--- config.mk ---
export PLATFORM = sky130hd
export DESIGN_NAME = keypad_writer
export DESIGN_NICKNAME = d
export VERILOG_FILES = /design/src/rtl/keypad_writer.sv
export SDC_FILE = /design/constraint.sdc
export NUM_CORES = 1
export LEC_CHECK = 0
export ABC_AREA = 1
export BUFFER_PORTS_ARGS = -buffer_cell sky130_fd_sc_hd__buf_2
export CORE_MARGIN = 8
export CORE_UTILIZATION = 50
export CTS_CLUSTER_SIZE = 14
export DETAILED_ROUTE_END_ITERATION = 16
export PLACE_DENSITY = 0.68
export SETUP_SLACK_MARGIN = 0.4
export SYNTH_ARGS = -nofsm -noshare
export SYNTH_HDL_FRONTEND = slang
export SYNTH_SLANG_ARGS = --single-unit
--- constraint.sdc ---
create_clock -name CLK -period 2.1 [get_ports CLK]
set_input_delay 0.105 -clock CLK [delete_from_list [all_inputs] [get_ports CLK]]
set_output_delay 0.105 -clock CLK [all_outputs]
set_load 0.02 [all_outputs]
--- src/rtl/keypad_writer.sv ---
// 4x4 keypad scanner: column scan, per-frame key detection, debounce FSM and
// a single-cycle write strobe carrying the key code and an auto-incrementing slot.
module keypad_writer #(
  parameter int unsigned SCAN_DIV   = 100000,
  parameter int unsigned DEBOUNCE_N = 4
) (
  input  logic       CLK,
  input  logic       rst,
  input  logic [3:0] Rows,
  output logic [3:0] Cols,
  output logic [3:0] num,
  output logic [2:0] sel,
  output logic       wr,
  output logic       key_held
);

  localparam int unsigned DIV_W = (SCAN_DIV > 1) ? $clog2(SCAN_DIV) : 1;
  localparam logic [DIV_W-1:0] DIV_LAST = DIV_W'(SCAN_DIV - 1);
  localparam logic [3:0] DEB_N = 4'(DEBOUNCE_N);

  localparam logic [1:0] IDLE     = 2'd0;
  localparam logic [1:0] DEBOUNCE = 2'd1;
  localparam logic [1:0] WRITE    = 2'd2;
  localparam logic [1:0] HELD     = 2'd3;

  logic [3:0]       rows_meta;
  logic [3:0]       rows_sync;
  logic [DIV_W-1:0] div_cnt;
  logic [1:0]       col;
  logic             acc_hit;
  logic [3:0]       acc_code;

  logic [1:0] state, state_d;
  logic [3:0] cand, cand_d;
  logic [3:0] cnt, cnt_d;
  logic [3:0] rcnt, rcnt_d;
  logic [2:0] ptr, ptr_d;

  logic       col_end_c;
  logic       frame_end_c;
  logic       sample_hit_c;
  logic [1:0] row_idx_c;
  logic [3:0] sample_code_c;
  logic       frame_hit_c;
  logic [3:0] frame_code_c;
  logic [1:0] col_next_c;

  assign col_end_c     = (div_cnt == DIV_LAST);
  assign frame_end_c   = col_end_c && (col == 2'd3);
  assign col_next_c    = col + 2'd1;
  assign sample_hit_c  = ~&rows_sync;
  assign sample_code_c = {row_idx_c, col};
  assign frame_hit_c   = acc_hit | sample_hit_c;
  assign frame_code_c  = acc_hit ? acc_code : sample_code_c;

  // Lowest active row index wins when several rows read low together.
  always_comb begin
    row_idx_c = 2'd3;
    if (!rows_sync[0])      row_idx_c = 2'd0;
    else if (!rows_sync[1]) row_idx_c = 2'd1;
    else if (!rows_sync[2]) row_idx_c = 2'd2;
  end

  // Synchronizer, free-running column scan and per-frame first-hit capture.
  always_ff @(posedge CLK or negedge rst) begin
    if (!rst) begin
      rows_meta <= 4'b1111;
      rows_sync <= 4'b1111;
      div_cnt   <= '0;
      col       <= 2'd0;
      Cols      <= 4'b1110;
      acc_hit   <= 1'b0;
      acc_code  <= 4'd0;
    end else begin
      rows_meta <= Rows;
      rows_sync <= rows_meta;
      if (col_end_c) begin
        div_cnt <= '0;
        col     <= col_next_c;
        Cols    <= ~(4'b0001 << col_next_c);
        if (frame_end_c) begin
          acc_hit  <= 1'b0;
          acc_code <= 4'd0;
        end else if (!acc_hit && sample_hit_c) begin
          acc_hit  <= 1'b1;
          acc_code <= sample_code_c;
        end
      end else begin
        div_cnt <= div_cnt + DIV_W'(1);
      end
    end
  end

  // FSM state and registered outputs.
  always_ff @(posedge CLK or negedge rst) begin
    if (!rst) begin
      state    <= IDLE;
      cand     <= 4'd0;
      cnt      <= 4'd0;
      rcnt     <= 4'd0;
      ptr      <= 3'd0;
      num      <= 4'd0;
      sel      <= 3'd0;
      wr       <= 1'b0;
      key_held <= 1'b0;
    end else begin
      state    <= state_d;
      cand     <= cand_d;
      cnt      <= cnt_d;
      rcnt     <= rcnt_d;
      ptr      <= ptr_d;
      wr       <= (state_d == WRITE);
      key_held <= (state_d == WRITE) || (state_d == HELD);
      if (state_d == WRITE) begin
        num <= cand_d;
        sel <= ptr;
      end
    end
  end

  // Next-state logic; everything except WRITE advances only on a frame end.
  always_comb begin
    state_d = state;
    cand_d  = cand;
    cnt_d   = cnt;
    rcnt_d  = rcnt;
    ptr_d   = ptr;
    case (state)
      IDLE: begin
        if (frame_end_c && frame_hit_c) begin
          cand_d  = frame_code_c;
          cnt_d   = 4'd1;
          state_d = (DEB_N == 4'd1) ? WRITE : DEBOUNCE;
        end
      end
      DEBOUNCE: begin
        if (frame_end_c) begin
          if (frame_hit_c && (frame_code_c == cand)) begin
            cnt_d = cnt + 4'd1;
            if (cnt_d == DEB_N) state_d = WRITE;
          end else begin
            cnt_d   = 4'd0;
            state_d = IDLE;
          end
        end
      end
      WRITE: begin
        ptr_d   = ptr + 3'd1;
        cnt_d   = 4'd0;
        rcnt_d  = 4'd0;
        state_d = HELD;
      end
      HELD: begin
        if (frame_end_c) begin
          if (frame_hit_c) begin
            rcnt_d = 4'd0;
          end else begin
            rcnt_d = rcnt + 4'd1;
            if (rcnt_d == DEB_N) begin
              rcnt_d  = 4'd0;
              state_d = IDLE;
            end
          end
        end
      end
      default: state_d = IDLE;
    endcase
  end

endmodule
Word level (Yosys, flattened, before mapping)
Index checks and enable logic that the tools add are counted.
{"block": "totals", "elab_cells": 79, "in_bits": 6, "ff_bits": 62, "output_inout_bits": 13}
{"block": "op_classes", "shift": 1, "n_addsub": 5, "n_mux": 27, "bitwise_logic": 2, "n_reduce_logical": 15, "eq_ne": 13}
{"op": "$mux W4", "count": 11}
{"op": "$mux W2", "count": 9}
{"op": "$add A17 B1 Y17 const B", "count": 1}
{"op": "$eq A17 B17 Y1 const B", "count": 1}
{"op": "$mux W17", "count": 1}
{"op": "$pmux W4 S3", "count": 1}
{"op": "$eq A2 B2 Y1 const B", "count": 5}
{"op": "$add A4 B1 Y4 const B", "count": 2}
{"op": "$eq A4 B3 Y1 const B", "count": 2}
{"op": "$pmux W2 S4", "count": 1}
{"op": "$pmux W4 S2", "count": 1}
{"op": "$ne A2 B2 Y1 const B", "count": 3}
{"op": "$eq A4 B4 Y1", "count": 1}
{"op": "$logic_and A1 B1 Y1", "count": 4}
{"op": "$not A4 Y4", "count": 1}
{"op": "$reduce_and A2 Y1", "count": 2}
{"op": "$reduce_and A4 Y1", "count": 1}
{"op": "$reduce_bool A2 Y1", "count": 2}
{"op": "$shl A1 B2 Y4 const A", "count": 1}
{"op": "$add A3 B1 Y3 const B", "count": 1}
{"op": "$mux W1", "count": 3}
{"op": "$reduce_and A3 Y1", "count": 1}
{"op": "$reduce_bool A3 Y1", "count": 1}
{"op": "$add A2 B1 Y2 const B", "count": 1}
{"op": "5 further kinds", "count": 6}

Logic depth before layout (Yosys ltp)
Gate-level depths: netlist (run 1).
{"block": "logic_depth", "word_depth": 11, "depth_mapped": 16, "mapped_depth_nobuf": 16}

Worst setup path before layout (run 1)
No wires, ideal clock.
{"block": "synth_path", "path_type": "register -> register", "start": "register div_cnt[0]", "end": "register num[0]", "path_buffers": 0, "synth_period_minus_slack_ps": 1782, "arrival_time_ps": 1665, "t_required_ps": 1983, "setup_slack_ps": 318, "path_stages_with_launch": 15, "setup_ps": 117, "cell_sequence": "dfrtp_1 -> ha_1 -> nand2_1 -> nor2_4 -> nand2_2 -> nor2_4 -> inv_4 -> nor2_8 -> nand2_1 -> nand3_1 -> nand2_1 -> nand2_4 -> nand2_4 -> nand2_1 -> nand2_1"}
{"block": "synth_between", "elab_chain_cells": 6, "word_cells_on_any_way": 10, "classes_between": "eq/ne: 2; mux: 6; reduce/logical: 2"}
{"item": "start: declaration", "line": "28", "source": "logic [DIV_W-1:0] div_cnt;"}
{"item": "start signal: assignment", "line": "89", "source": "div_cnt <= div_cnt + DIV_W'(1);"}
{"item": "$eq A17 B17 Y1 (*)", "line": "48", "source": "assign col_end_c = (div_cnt == DIV_LAST);"}
{"item": "$logic_and A1 B1 Y1 (*)", "line": "49", "source": "assign frame_end_c = col_end_c && (col == 2'd3);"}
{"item": "$logic_and A1 B1 Y1", "line": "130", "source": "if (frame_end_c && frame_hit_c) begin"}
{"item": "$mux W2", "line": "130"}
{"item": "$pmux W2 S4", "line": "128", "source": "case (state)"}
{"item": "$eq A2 B2 Y1", "line": "114", "source": "if (state_d == WRITE) begin"}
{"item": "end signal: assignment", "line": "115", "source": "num <= cand_d;"}
{"item": "end: declaration", "line": "11", "source": "output logic [3:0] num,"}
Every way passes the cells marked *; elsewhere a longest branch is shown, timed or not.
A chain may end at the register's enable or synchronous reset.

Worst setup path after layout (run 1)
{"block": "layout_path", "start": "register div_cnt[0]", "end": "register num[3]"}
{"block": "layout_between", "word_cells_on_any_way": 10, "classes_between": "eq/ne: 2; mux: 6; reduce/logical: 2"}
{"item": "$eq A17 B17 Y1", "line": "48"}
{"item": "$logic_and A1 B1 Y1", "line": "49"}
{"item": "$logic_and A1 B1 Y1", "line": "130"}
{"item": "$mux W4", "line": "130"}
{"item": "$mux W4", "line": "128"}
{"item": "net cand_d[3]", "line": "34", "source": "logic [3:0] cand, cand_d;"}
The timed path passes the listed nets, and every way through them passes these cells.

==> results of run 1 <==
per-stage QoR:
stage | total power, mW | hold WS, ps
2_1_floorplan | 1.23 | -191
3_3_place_gp | 1.26 | 138
3_5_place_dp | 1.26 | 139
4_1_cts | 2.27 | 303
5_1_grt | 2.33 | 339
6_report | 2.24 | 283
path summary, 6_finish.rpt:
kind                       slack (ps)  cells after the start            to
setup / recovery                   30                     15        num[3]
hold / removal                    280                      3    div_cnt[3]
setup reg to reg                   30                     15        num[3]
hold reg to reg                   360                      0  rows_sync[1]
max in group asynchronous        1480                      3  rows_meta[0]
min in group CLK                  360                      0  rows_sync[1]
worst max-delay path: stages, from the launching register on:
cell and delay, ps:
sky130_fd_sc_hd__dfrtp_1 380, sky130_fd_sc_hd__ha_2 200, sky130_fd_sc_hd__nand2_2 80, sky130_fd_sc_hd__nor2_4 150, sky130_fd_sc_hd__nand2_2 80, sky130_fd_sc_hd__nor2_4 180
sky130_fd_sc_hd__inv_4 70, sky130_fd_sc_hd__nor2_8 150, sky130_fd_sc_hd__nand3_4 110, sky130_fd_sc_hd__buf_12 160, sky130_fd_sc_hd__clkinv_4 40, sky130_fd_sc_hd__nand2_2 40
sky130_fd_sc_hd__o21ai_1 80, sky130_fd_sc_hd__inv_1 80, sky130_fd_sc_hd__nand3_1 90, sky130_fd_sc_hd__nand2_1 60
power by group:
part	total, mW	switching [mW]	leakage (nW)	internal [mW]
clock network	0.992	0.466	0.0908	0.526
logic	0.0606	0.0384	1.25	0.0221
registers	1.19	0.00306	0.793	1.19
total	2.24	0.507	2.13	1.74
cells by family (layout without fill, tap and decap cells):
group / after synthesis / count (layout) / share of synthesized area
AO/OA/AOI/OAI: 54 / 54 / 0.102
XOR/XNOR: 7 / 7 / 0.0199
adder cells (fa/ha/maj): 14 / 14 / 0.0568
buffers and inverters: 62 / 143 / 0.0787
flip-flops: 61 / 61 / 0.499
AND/OR/NAND/NOR: 161 / 162 / 0.243
metal layers:
layer / share of wire / GRT usage
met3: 0.033 / 0.0516
met2: 0.51 / 0.250
met1: 0.44 / 0.185
met5: 0 / 0
met4: 0.022 / 0.0533
final cells by class:
class,count,area (um^2),share of cell area
Sequential cell,61,1550,0.378
Multi-Input combinational cell,237,1500,0.366
Inverter,60,233,0.0569
Clock buffer,12,165,0.0404
Clock inverter,4,31.3,0.00765
Timing Repair Buffer,67,523,0.128
Tap cell,75,93.8,0.0229
placed cells by master, fill, tap and decap left out, types with 4 or more instances in the layout:
cell                            synthesis  layout
sky130_fd_sc_hd__a21oi_1               17      13
sky130_fd_sc_hd__buf_2                  0      18
sky130_fd_sc_hd__buf_4                  0      37
sky130_fd_sc_hd__buf_6                  1       4
sky130_fd_sc_hd__clkbuf_8               0      12
sky130_fd_sc_hd__dfrtp_1               50      46
sky130_fd_sc_hd__dfrtp_2                0       4
sky130_fd_sc_hd__dfstp_2               11      11
sky130_fd_sc_hd__dlygate4sd3_1          0       5
sky130_fd_sc_hd__ha_1                  14      12
sky130_fd_sc_hd__inv_1                 56      49
sky130_fd_sc_hd__inv_2                  3       9
sky130_fd_sc_hd__nand2_1               80      66
sky130_fd_sc_hd__nand2_2                3      16
sky130_fd_sc_hd__nand3_1               26      23
sky130_fd_sc_hd__nand4_1                4       4
sky130_fd_sc_hd__nor2_1                32      24
sky130_fd_sc_hd__nor2_2                 0       4
sky130_fd_sc_hd__nor2_4                 3       7
sky130_fd_sc_hd__nor3_1                 5       4
sky130_fd_sc_hd__o21ai_0               27      14
sky130_fd_sc_hd__o21ai_1                1       9
sky130_fd_sc_hd__o21ai_2                1       6
sky130_fd_sc_hd__xor2_1                 6       6
what timing repair did:
action | 4_1_cts | 5_1_grt
hold buffers | 5 | 0
pin swaps | 6 | 25
endpoints found under the hold margin | 54 | 0
resized for setup | 23 | 55
buffers inserted | 17 | 20
endpoints found under the setup margin | 30 | 37
cloned | 1 | 0
sequential cells by signal (all words and copies together) (netlist names), 2 cells and up:
signal / count
div_cnt: 17
Cols: 4
acc_code: 4
cand: 4
cnt: 4
num: 4
rcnt: 4
rows_meta: 4
rows_sync: 4
ptr: 3
sel: 3
col: 2
==> key figures, run 1 <==
Outcome
  • Run status: finished clean

Logic synthesis
  • Total nets after synthesis: 379
  • Post-synth top cells: sky130_fd_sc_hd__nand2_1 (80), sky130_fd_sc_hd__inv_1 (56), sky130_fd_sc_hd__dfrtp_1 (50), sky130_fd_sc_hd__nor2_1 (32), sky130_fd_sc_hd__o21ai_0 (27)
  • Fraction of the yosys area taken by sequential cells: 0.499
  • Register bit total from synthesis: 61
  • Proportion of netlist area held by the largest area contributor: 0.406
  • Synth Cell Area: 3080 um^2
  • Fraction of synthesis flops using an asynchronous set or reset pin: 1.00
  • Library cell with the largest summed area after synthesis: sky130_fd_sc_hd__dfrtp_1
  • Distinct cell type count after synthesis: 34
  • Yosys warning total: 0
  • Most used flip-flop cell after synthesis: sky130_fd_sc_hd__dfrtp_1
  • Number of flops mapped to enable cells by yosys: 0
  • Area contributors post-synth: sky130_fd_sc_hd__dfrtp_1 (41%), sky130_fd_sc_hd__nand2_1 (9.7%), sky130_fd_sc_hd__dfstp_2 (9.4%)
  • Average cell area after synthesis: 8.59 um^2
  • Top-count cell post-synth: sky130_fd_sc_hd__nand2_1
  • Mapped Cells: 359

Power
  • Leakage power total: 2.13 nW
  • VDD IR max: 0.583 mV
  • Power density over the cells: 549 nW/um^2

STA
  • Slack of the critical path: 30.5 ps
  • Final Slew Violations: 0
  • Minimum clock period: 2070 ps
  • Unrepaired setup endpoints after global routing: yes
  • Share of the cycle needed by the critical path after routing: 0.985
  • Final number of hold-violating endpoints: 0
  • Fmax achieved: 0.483 GHz
  • Clock Skews: 11.7 ps
  • Setup_tns: 0 ps
  • Tightest slew margin relative to the limit: 0.765
  • Final setup violation count: 0
  • Slew at the pin closest to its max-slew limit: 352 ps

Global route
  • Antenna violations before repair: 0
  • Maximum number of pins on one net before global-route repair: 62
  • Number of global-route vias before repair: 2436
  • Total routing resource utilization after global routing: 0.153
  • Global-route wire length before repair: 10900 um
  • Residual overflow from global routing: 0

Floorplan
  • Chip Height: 94.5 um
  • Effective utilization at floorplan: 0.518
  • Die ar.: 8940 um^2
  • Site Rows: 28
  • DIE WIDTH: 94.5 um
  • IO Pins: 19
  • Core outline area: 5960 um^2

CTS
  • Clk buf depth: 2
  • Number of H-tree levels: 3
  • Number of buffers created by CTS: 9
  • Clock transition at path regs: 80 ps
  • Clock sinks: 61
  • Later-pin clock latency in the skew report: 340 ps
  • Clock root buffer: sky130_fd_sc_hd__clkbuf_8
  • Clock tree from TritonCTS: yes

Place
  • Sum of net half-perimeters after detailed placement: 4140 um
  • RePlAce Congestion: 0.771
  • Count of input and output buffers: 18
  • Placed inst area: 3330 um^2
  • # placed instances: 457
  • DP Worst Slack: 159 ps

Worst setup path
  • Type of element launching the critical path: register
  • Worst setup path start: div_cnt[0]
  • Worst endpoint required time: 2320 ps
  • Data arrival time of the critical path: 2290 ps
  • Crit Reg-Reg Startpoint: div_cnt[0]
  • Type of element capturing the critical path: register
  • Top fanout value on the critical path: 7
  • Critical path start-end classification: reg2reg

Detailed routing
  • ANT nets after route: 0
  • Vias after detailed routing: 2603
  • Final wirelength: 6940 um
  • Post-detailed-route DRC marker count: 0
  • First-pass detailed-route iteration total: 4
  • WL per Instance: 13.4 um
  • Initial drt markers: 79
  • Detailed-route vias per instance: 5.04

Finish
  • Non-filler instance count after layout: 516
  • Layout net count: 456
  • Final Cell Area: 4090 um^2
  • Share of cells above drive strength 1: 0.358
  • Post-synthesis to final-layout area growth: 32.6%
  • Fraction of the core area covered by cells at the end of the flow: 0.687
  • Filler Cells Inserted: 451
  • Number of antenna diodes: 0

Run
  • Max-cap violation count: 0

Worst hold path
  • Hold/Removal Path Class: in2async
Power figures use the tool's default switching activity.
==> run 2: changes to the inputs <==
==> constraint.sdc (replaced) <==
create_clock -name CLK -period 2.47 [get_ports CLK]
set_input_delay 0.1235 -clock CLK [delete_from_list [all_inputs] [get_ports CLK]]
set_output_delay 0.1235 -clock CLK [all_outputs]
set_load 0.02 [all_outputs]
==> run 2 against run 1 <==
Clock skew down 0.58 ps. Hold slack improved by 62 ps. Wire length is 8.5% lower. Sequential share of layout area up 3.7 points. Core utilization fell by 6.2 points. Critical path depth decreased by 3. Flip-flop and latch count stayed put. First-iteration DRC count up 29%.
==> key figures, run 2 (synthesized netlist as in run 1, its figures left out) <==
CTS
  • Clock transition at path regs: 70 ps
  • Number of H-tree levels: 3
  • Number of buffers created by CTS: 9
  • Later-pin clock latency in the skew report: 350 ps
  • Clock sinks: 61
  • Clk buf depth: 2
  • Clock tree from TritonCTS: yes
  • Clock root buffer: sky130_fd_sc_hd__clkbuf_8

Finish
  • Sequential Area: 1540 um^2
  • Most common library cell in the layout ignoring fill and taps: sky130_fd_sc_hd__nand2_1
  • Layout net count: 431
  • Number of antenna diodes: 0
  • Area taken by multi-input logic gates: 1370 um^2
  • Filler Cells Inserted: 539
  • Post-synthesis to final-layout area growth: 20.7%
  • Share of cells above drive strength 1: 0.252
  • Max reg flops: 17
  • Register with the most flip-flops: div_cnt
  • Most frequent cells in the layout: sky130_fd_sc_hd__nand2_1 (76), sky130_fd_sc_hd__inv_1 (53), sky130_fd_sc_hd__dfrtp_1 (48)

Detailed routing
  • Final wirelength: 6350 um
  • Initial drt markers: 102
  • Detailed-route vias per instance: 4.97
  • Post-detailed-route DRC marker count: 0
  • First-pass detailed-route iteration total: 4
  • Vias after detailed routing: 2442
  • ANT nets after route: 0
  • WL per Instance: 12.9 um

Worst setup path
  • Cells traversed along the worst timing path: inv_2 -> nand2_1 -> nor2_2 -> nand2_2 -> nor2_4 -> inv_4 -> nor2_8 -> nand3_4 -> a21boi_4 -> buf_4 -> nand3_1 -> o21ai_0
  • Type of element launching the critical path: register
  • Data arrival time of the critical path: 2230 ps
  • Critical path's largest stage delay: 410 ps
  • Type of element capturing the critical path: register
  • Critical path start-end classification: reg2reg
  • Critical-path top delay cell: sky130_fd_sc_hd__dfrtp_1
  • Top fanout value on the critical path: 8
  • Worst endpoint required time: 2740 ps

STA
  • Minimum clock period: 1960 ps
  • Fmax achieved: 0.509 GHz
  • Unrepaired setup endpoints after global routing: yes
  • Final setup violation count: 0
  • Final number of hold-violating endpoints: 0
  • Slew at the pin closest to its max-slew limit: 676 ps
  • Setup_tns: 0 ps
  • Share of the cycle needed by the critical path after routing: 0.795
  • Worst hold slack: 344 ps
  • Final Slew Violations: 0
  • Clock Skews: 11.1 ps
  • Tightest slew margin relative to the limit: 0.550

Global route
  • Number of global-route vias before repair: 2277
  • Total routing resource utilization after global routing: 0.148
  • Maximum number of pins on one net before global-route repair: 35
  • Residual overflow from global routing: 0
  • Antenna violations before repair: 0
  • Global-route wire length before repair: 10300 um

Worst hold path
  • Hold/Removal Path Class: in2async

Power
  • Switch share: 0.217
  • Power density over the cells: 521 nW/um^2
  • Leakage power total: 1.97 nW
  • Proportion of power drawn by combinational gates: 0.026
  • Clock power frac: 0.452
  • Int Power: 1.52 mW
  • Switching power: 0.422 mW
  • Fraction of power consumed by sequential logic: 0.522
  • VDD IR max: 0.404 mV

Place
  • RePlAce Congestion: 0.820
  • Sum of net half-perimeters after detailed placement: 4280 um
  • Count of input and output buffers: 18

Floorplan
  • IO Pins: 19
  • Site Rows: 28
  • Effective utilization at floorplan: 0.518
  • Die ar.: 8940 um^2
  • Chip Height: 94.5 um
  • Core outline area: 5960 um^2
  • DIE WIDTH: 94.5 um

Run
  • Max-cap violation count: 0

Outcome
  • Run status: finished clean
==> run 2: cell types whose count changed in the layout (fill, tap and decap cells not counted), moves of 3 or more <==
cell / previous run / this run
sky130_fd_sc_hd__o21ai_1: 9 / 4
sky130_fd_sc_hd__nor2_4: 7 / 4
sky130_fd_sc_hd__inv_2: 9 / 6
sky130_fd_sc_hd__inv_1: 49 / 53
sky130_fd_sc_hd__buf_4: 37 / 18
sky130_fd_sc_hd__nand2_2: 16 / 8
sky130_fd_sc_hd__nand2_1: 66 / 76
sky130_fd_sc_hd__buf_6: 4 / 0
sky130_fd_sc_hd__o21ai_2: 6 / 1
sky130_fd_sc_hd__o21ai_0: 14 / 24
==> run 2: per-layer routing <==
layer,GRT usage,vias up,share of wire
met2,0.221,36,0.48
met3,0.0421,11,0.039
met1,0.184,1146,0.46
li1,-,1249,-
met4,0.0923,0,0.024
met5,0,-,0
==> run 2: worst paths after layout <==
| kind | startpoint | to | slack, ps | cells after the start |
|---|---|---|---|---|
| worst max-delay path | div_cnt[6] | cnt[3] | 510 | 12 |
| worst min-delay path | rst | div_cnt[5] | 340 | 2 |
| worst max register to register | div_cnt[6] | cnt[3] | 510 | 12 |
| worst min register to register | rows_meta[2] | rows_sync[2] | 350 | 0 |
| max in group asynchronous | rst | rows_meta[2] | 1430 | 3 |
| min in group CLK | rows_meta[2] | rows_sync[2] | 350 | 0 |
==> run 2: worst max-delay path, delay by kind of cell (launching register included) <==
kind | cells | cell delay, ps
buffers and inverters | 3 | 300
AND/OR/NAND/NOR | 7 | 880
AO/OA/AOI/OAI | 2 | 300
flip-flops | 1 | 410
==> run 2: cell type report <==
| type | instances | area share |
|---|---|---|
| clock buffer | 12 | 0.0390 |
| clock inverter | 4 | 0.0128 |
| inverter | 60 | 0.0612 |
| multi-input combinational | 237 | 0.368 |
| sequential | 61 | 0.414 |
| tap | 75 | 0.0252 |
| timing repair buffer | 42 | 0.0793 |
==> run 2: power groups by stage <==
stage | clock [mW] | combinational (mW) | sequential (mW)
after floorplan | 0 | 0.0109 | 1.03
after global placement | 0 | 0.0417 | 1.03
after detailed placement | 0 | 0.0423 | 1.03
after CTS | 0.907 | 0.0487 | 1.01
after global routing | 0.949 | 0.0578 | 1.01
final | 0.876 | 0.0503 | 1.01
==> run 2: stage by stage <==
step / instance area [um^2] / total power, mW / util / setup slack [ps] / std cells
finish: 3720 / 1.94 / 0.625 / 507 / 491
floorplan: 3080 / 1.04 / - / 688 / 359
global placement: 3280 / 1.07 / 0.551 / 447 / 452
CTS: 3520 / 1.97 / 0.592 / 452 / 473
detailed placement: 3280 / 1.07 / 0.551 / 472 / 452
global route: 3720 / 2.02 / 0.625 / 314 / 491
==> run 2: timing repair <==
| item | 4_1_cts | 5_1_grt |
|---|---|---|
| buffers inserted | 0 | 17 |
| setup endpoints to repair | 0 | 20 |
| gates resized for setup | 0 | 28 |
| endpoints found under the hold margin | 31 | 0 |
| hold buffers | 5 | 0 |
==> run 3: changes to the inputs <==
--- a/config.mk
+++ b/config.mk
@@ -11,7 +11,7 @@
 export CORE_UTILIZATION = 50
 export CTS_CLUSTER_SIZE = 14
 export DETAILED_ROUTE_END_ITERATION = 16
-export PLACE_DENSITY = 0.68
+export PLACE_DENSITY = 0.7
 export SETUP_SLACK_MARGIN = 0.4
 export SYNTH_ARGS = -nofsm -noshare
 export SYNTH_HDL_FRONTEND = slang
==> constraint.sdc (replaced) <==
create_clock -name CLK -period 1.7 [get_ports CLK]
set_input_delay 0.085 -clock CLK [delete_from_list [all_inputs] [get_ports CLK]]
set_output_delay 0.085 -clock CLK [all_outputs]
set_load 0.02 [all_outputs]
==> run 3 against run 2 <==
The run now ends with setup timing left. Largest power group unchanged. Non-clock buffer count up 78. Die area is the same. Maximum frequency shrank 5.8%. Combinational power grew 68%. Hold slack got worse by 76 ps. Sequential power rose by 46%. Critical path depth increased by 4. Final area increased by 30%.
==> key figures, run 3 (synthesized netlist as in run 1, its figures left out) <==
STA
  • Worst hold slack: 268 ps
  • Minimum clock period: 2090 ps
  • Final Slew Violations: 0
  • Fmax achieved: 0.480 GHz
  • Tightest slew margin relative to the limit: 0.658
  • Slack of the critical path: -385 ps
  • Clock Skews: 14.1 ps
  • Share of the cycle needed by the critical path after routing: 1.23
  • Final setup violation count: 33
  • Final number of hold-violating endpoints: 0
  • Unrepaired setup endpoints after global routing: yes
  • Slew at the pin closest to its max-slew limit: 507 ps

Finish
  • Number of antenna diodes: 0
  • Share of cells above drive strength 1: 0.515
  • Layout net count: 510
  • Register with the most flip-flops: div_cnt
  • Post-synthesis to final-layout area growth: 57.0%
  • Most frequent cells in the layout: sky130_fd_sc_hd__buf_4 (71), sky130_fd_sc_hd__nand2_1 (60), sky130_fd_sc_hd__inv_1 (50)
  • Most common library cell in the layout ignoring fill and taps: sky130_fd_sc_hd__buf_4
  • Final Cell Area: 4840 um^2
  • Max reg flops: 17
  • Filler Cells Inserted: 314
  • Sequential Area: 1540 um^2
  • Area taken by multi-input logic gates: 1760 um^2
  • Fraction of the core area covered by cells at the end of the flow: 0.813

Global route
  • Maximum number of pins on one net before global-route repair: 62
  • Number of global-route vias before repair: 2925
  • Antenna violations before repair: 0
  • Global-route wire length before repair: 13500 um
  • Residual overflow from global routing: 0
  • Total routing resource utilization after global routing: 0.193

CTS
  • Number of H-tree levels: 3
  • Number of buffers created by CTS: 9
  • Clk buf depth: 2
  • Later-pin clock latency in the skew report: 360 ps
  • Clock transition at path regs: 80 ps
  • Clock tree from TritonCTS: yes
  • Clock sinks: 61
  • Clock root buffer: sky130_fd_sc_hd__clkbuf_8

Detailed routing
  • Detailed-route vias per instance: 5.45
  • First-pass detailed-route iteration total: 5
  • WL per Instance: 18.2 um
  • Vias after detailed routing: 3106
  • Final wirelength: 10300 um
  • Post-detailed-route DRC marker count: 0
  • Initial drt markers: 235
  • ANT nets after route: 0

Place
  • Sum of net half-perimeters after detailed placement: 4670 um
  • Count of input and output buffers: 18
  • RePlAce Congestion: 0.810
  • Placed inst area: 3680 um^2

Floorplan
  • Site Rows: 28
  • DIE WIDTH: 94.5 um
  • Effective utilization at floorplan: 0.518
  • Chip Height: 94.5 um
  • Die ar.: 8940 um^2
  • Core outline area: 5960 um^2
  • IO Pins: 19

Worst setup path
  • Data arrival time of the critical path: 2370 ps
  • Critical path start-end classification: reg2reg
  • Top fanout value on the critical path: 8
  • Type of element capturing the critical path: register
  • Capture point of the worst reg-to-reg path: sel[2]
  • Worst reg-to-reg setup slack: -390 ps
  • Crit Reg-Reg Startpoint: rcnt[0]
  • Worst setup path start: rcnt[0]
  • Type of element launching the critical path: register
  • Worst endpoint required time: 1990 ps
  • Number of cells on the worst reg-to-reg path: 16

Power
  • Post-route total power: 3.02 mW
  • Leakage power total: 2.47 nW
  • VDD IR max: 0.667 mV
  • Power density over the cells: 623 nW/um^2

Outcome
  • Violations in the final reports: setup timing
  • Run status: finished, violations left

Run
  • Max-cap violation count: 0

Worst hold path
  • Hold/Removal Path Class: in2async
[run 3: power by group]
part,switching [mW],internal (mW)
logic,0.0543,0.0299
registers,0.00421,1.47
clock network,0.629,0.832
total,0.688,2.33
[run 3: how the worst max path moves through the flow]
stage	to	slack [ps]
finish	sel[2]	-390
global route	sel[2]	-480
CTS	num[0]	-150
detailed placement	num[2]	-230
global placement	num[3]	-190
floorplan	num[0]	-30
[run 3: repair_timing]
action,CTS,global route
hold buffers,5,0
buffers inserted,19,24
gates resized for setup,80,83
pin swaps,20,27
gates cloned,3,0
hold endpoints to repair,54,0
endpoints found under the setup margin,47,48
[run 3: layout make-up]
cell class	instances	share of cell area
multi-input cells	238	0.363
well taps	75	0.0194
repair buffers	120	0.206
clock buffers	9	0.0256
inverters	60	0.0470
clock inverters	7	0.0204
flip-flops and latches	61	0.318
[run 3: routing by layer]
metal	track usage	routed length (um)	vias to the layer above
met5	0	0	-
met4	0.112	622	0
met3	0.0444	512	54
met2	0.310	5220	138
met1	0.234	3990	1497
li1	-	-	1417
[run 3: through the flow]
step / worst slack, ps / instances / setup TNS, ps
finish: -385 / 570 / -7090
global placement: -190 / 503 / -1910
floorplan: -28.4 / 359 / -250
CTS: -152 / 546 / -1590
detailed placement: -234 / 503 / -2830
global route: -484 / 570 / -11040
[run 3: worst max-delay path: stages, from the launching register on]
cell and delay (ps):
sky130_fd_sc_hd__dfrtp_1 400, sky130_fd_sc_hd__ha_2 200, sky130_fd_sc_hd__nand2_2 80, sky130_fd_sc_hd__inv_2 50, sky130_fd_sc_hd__nor2_4 130, sky130_fd_sc_hd__nand3_2 110
sky130_fd_sc_hd__nor2_2 160, sky130_fd_sc_hd__nand3_2 150, sky130_fd_sc_hd__nand3_2 110, sky130_fd_sc_hd__nand2_1 60, sky130_fd_sc_hd__inv_1 50, sky130_fd_sc_hd__nand2_1 50
sky130_fd_sc_hd__nand2_2 100, sky130_fd_sc_hd__nand2_4 100, sky130_fd_sc_hd__nand2_8 120, sky130_fd_sc_hd__nand2_1 60, sky130_fd_sc_hd__nand2_1 70
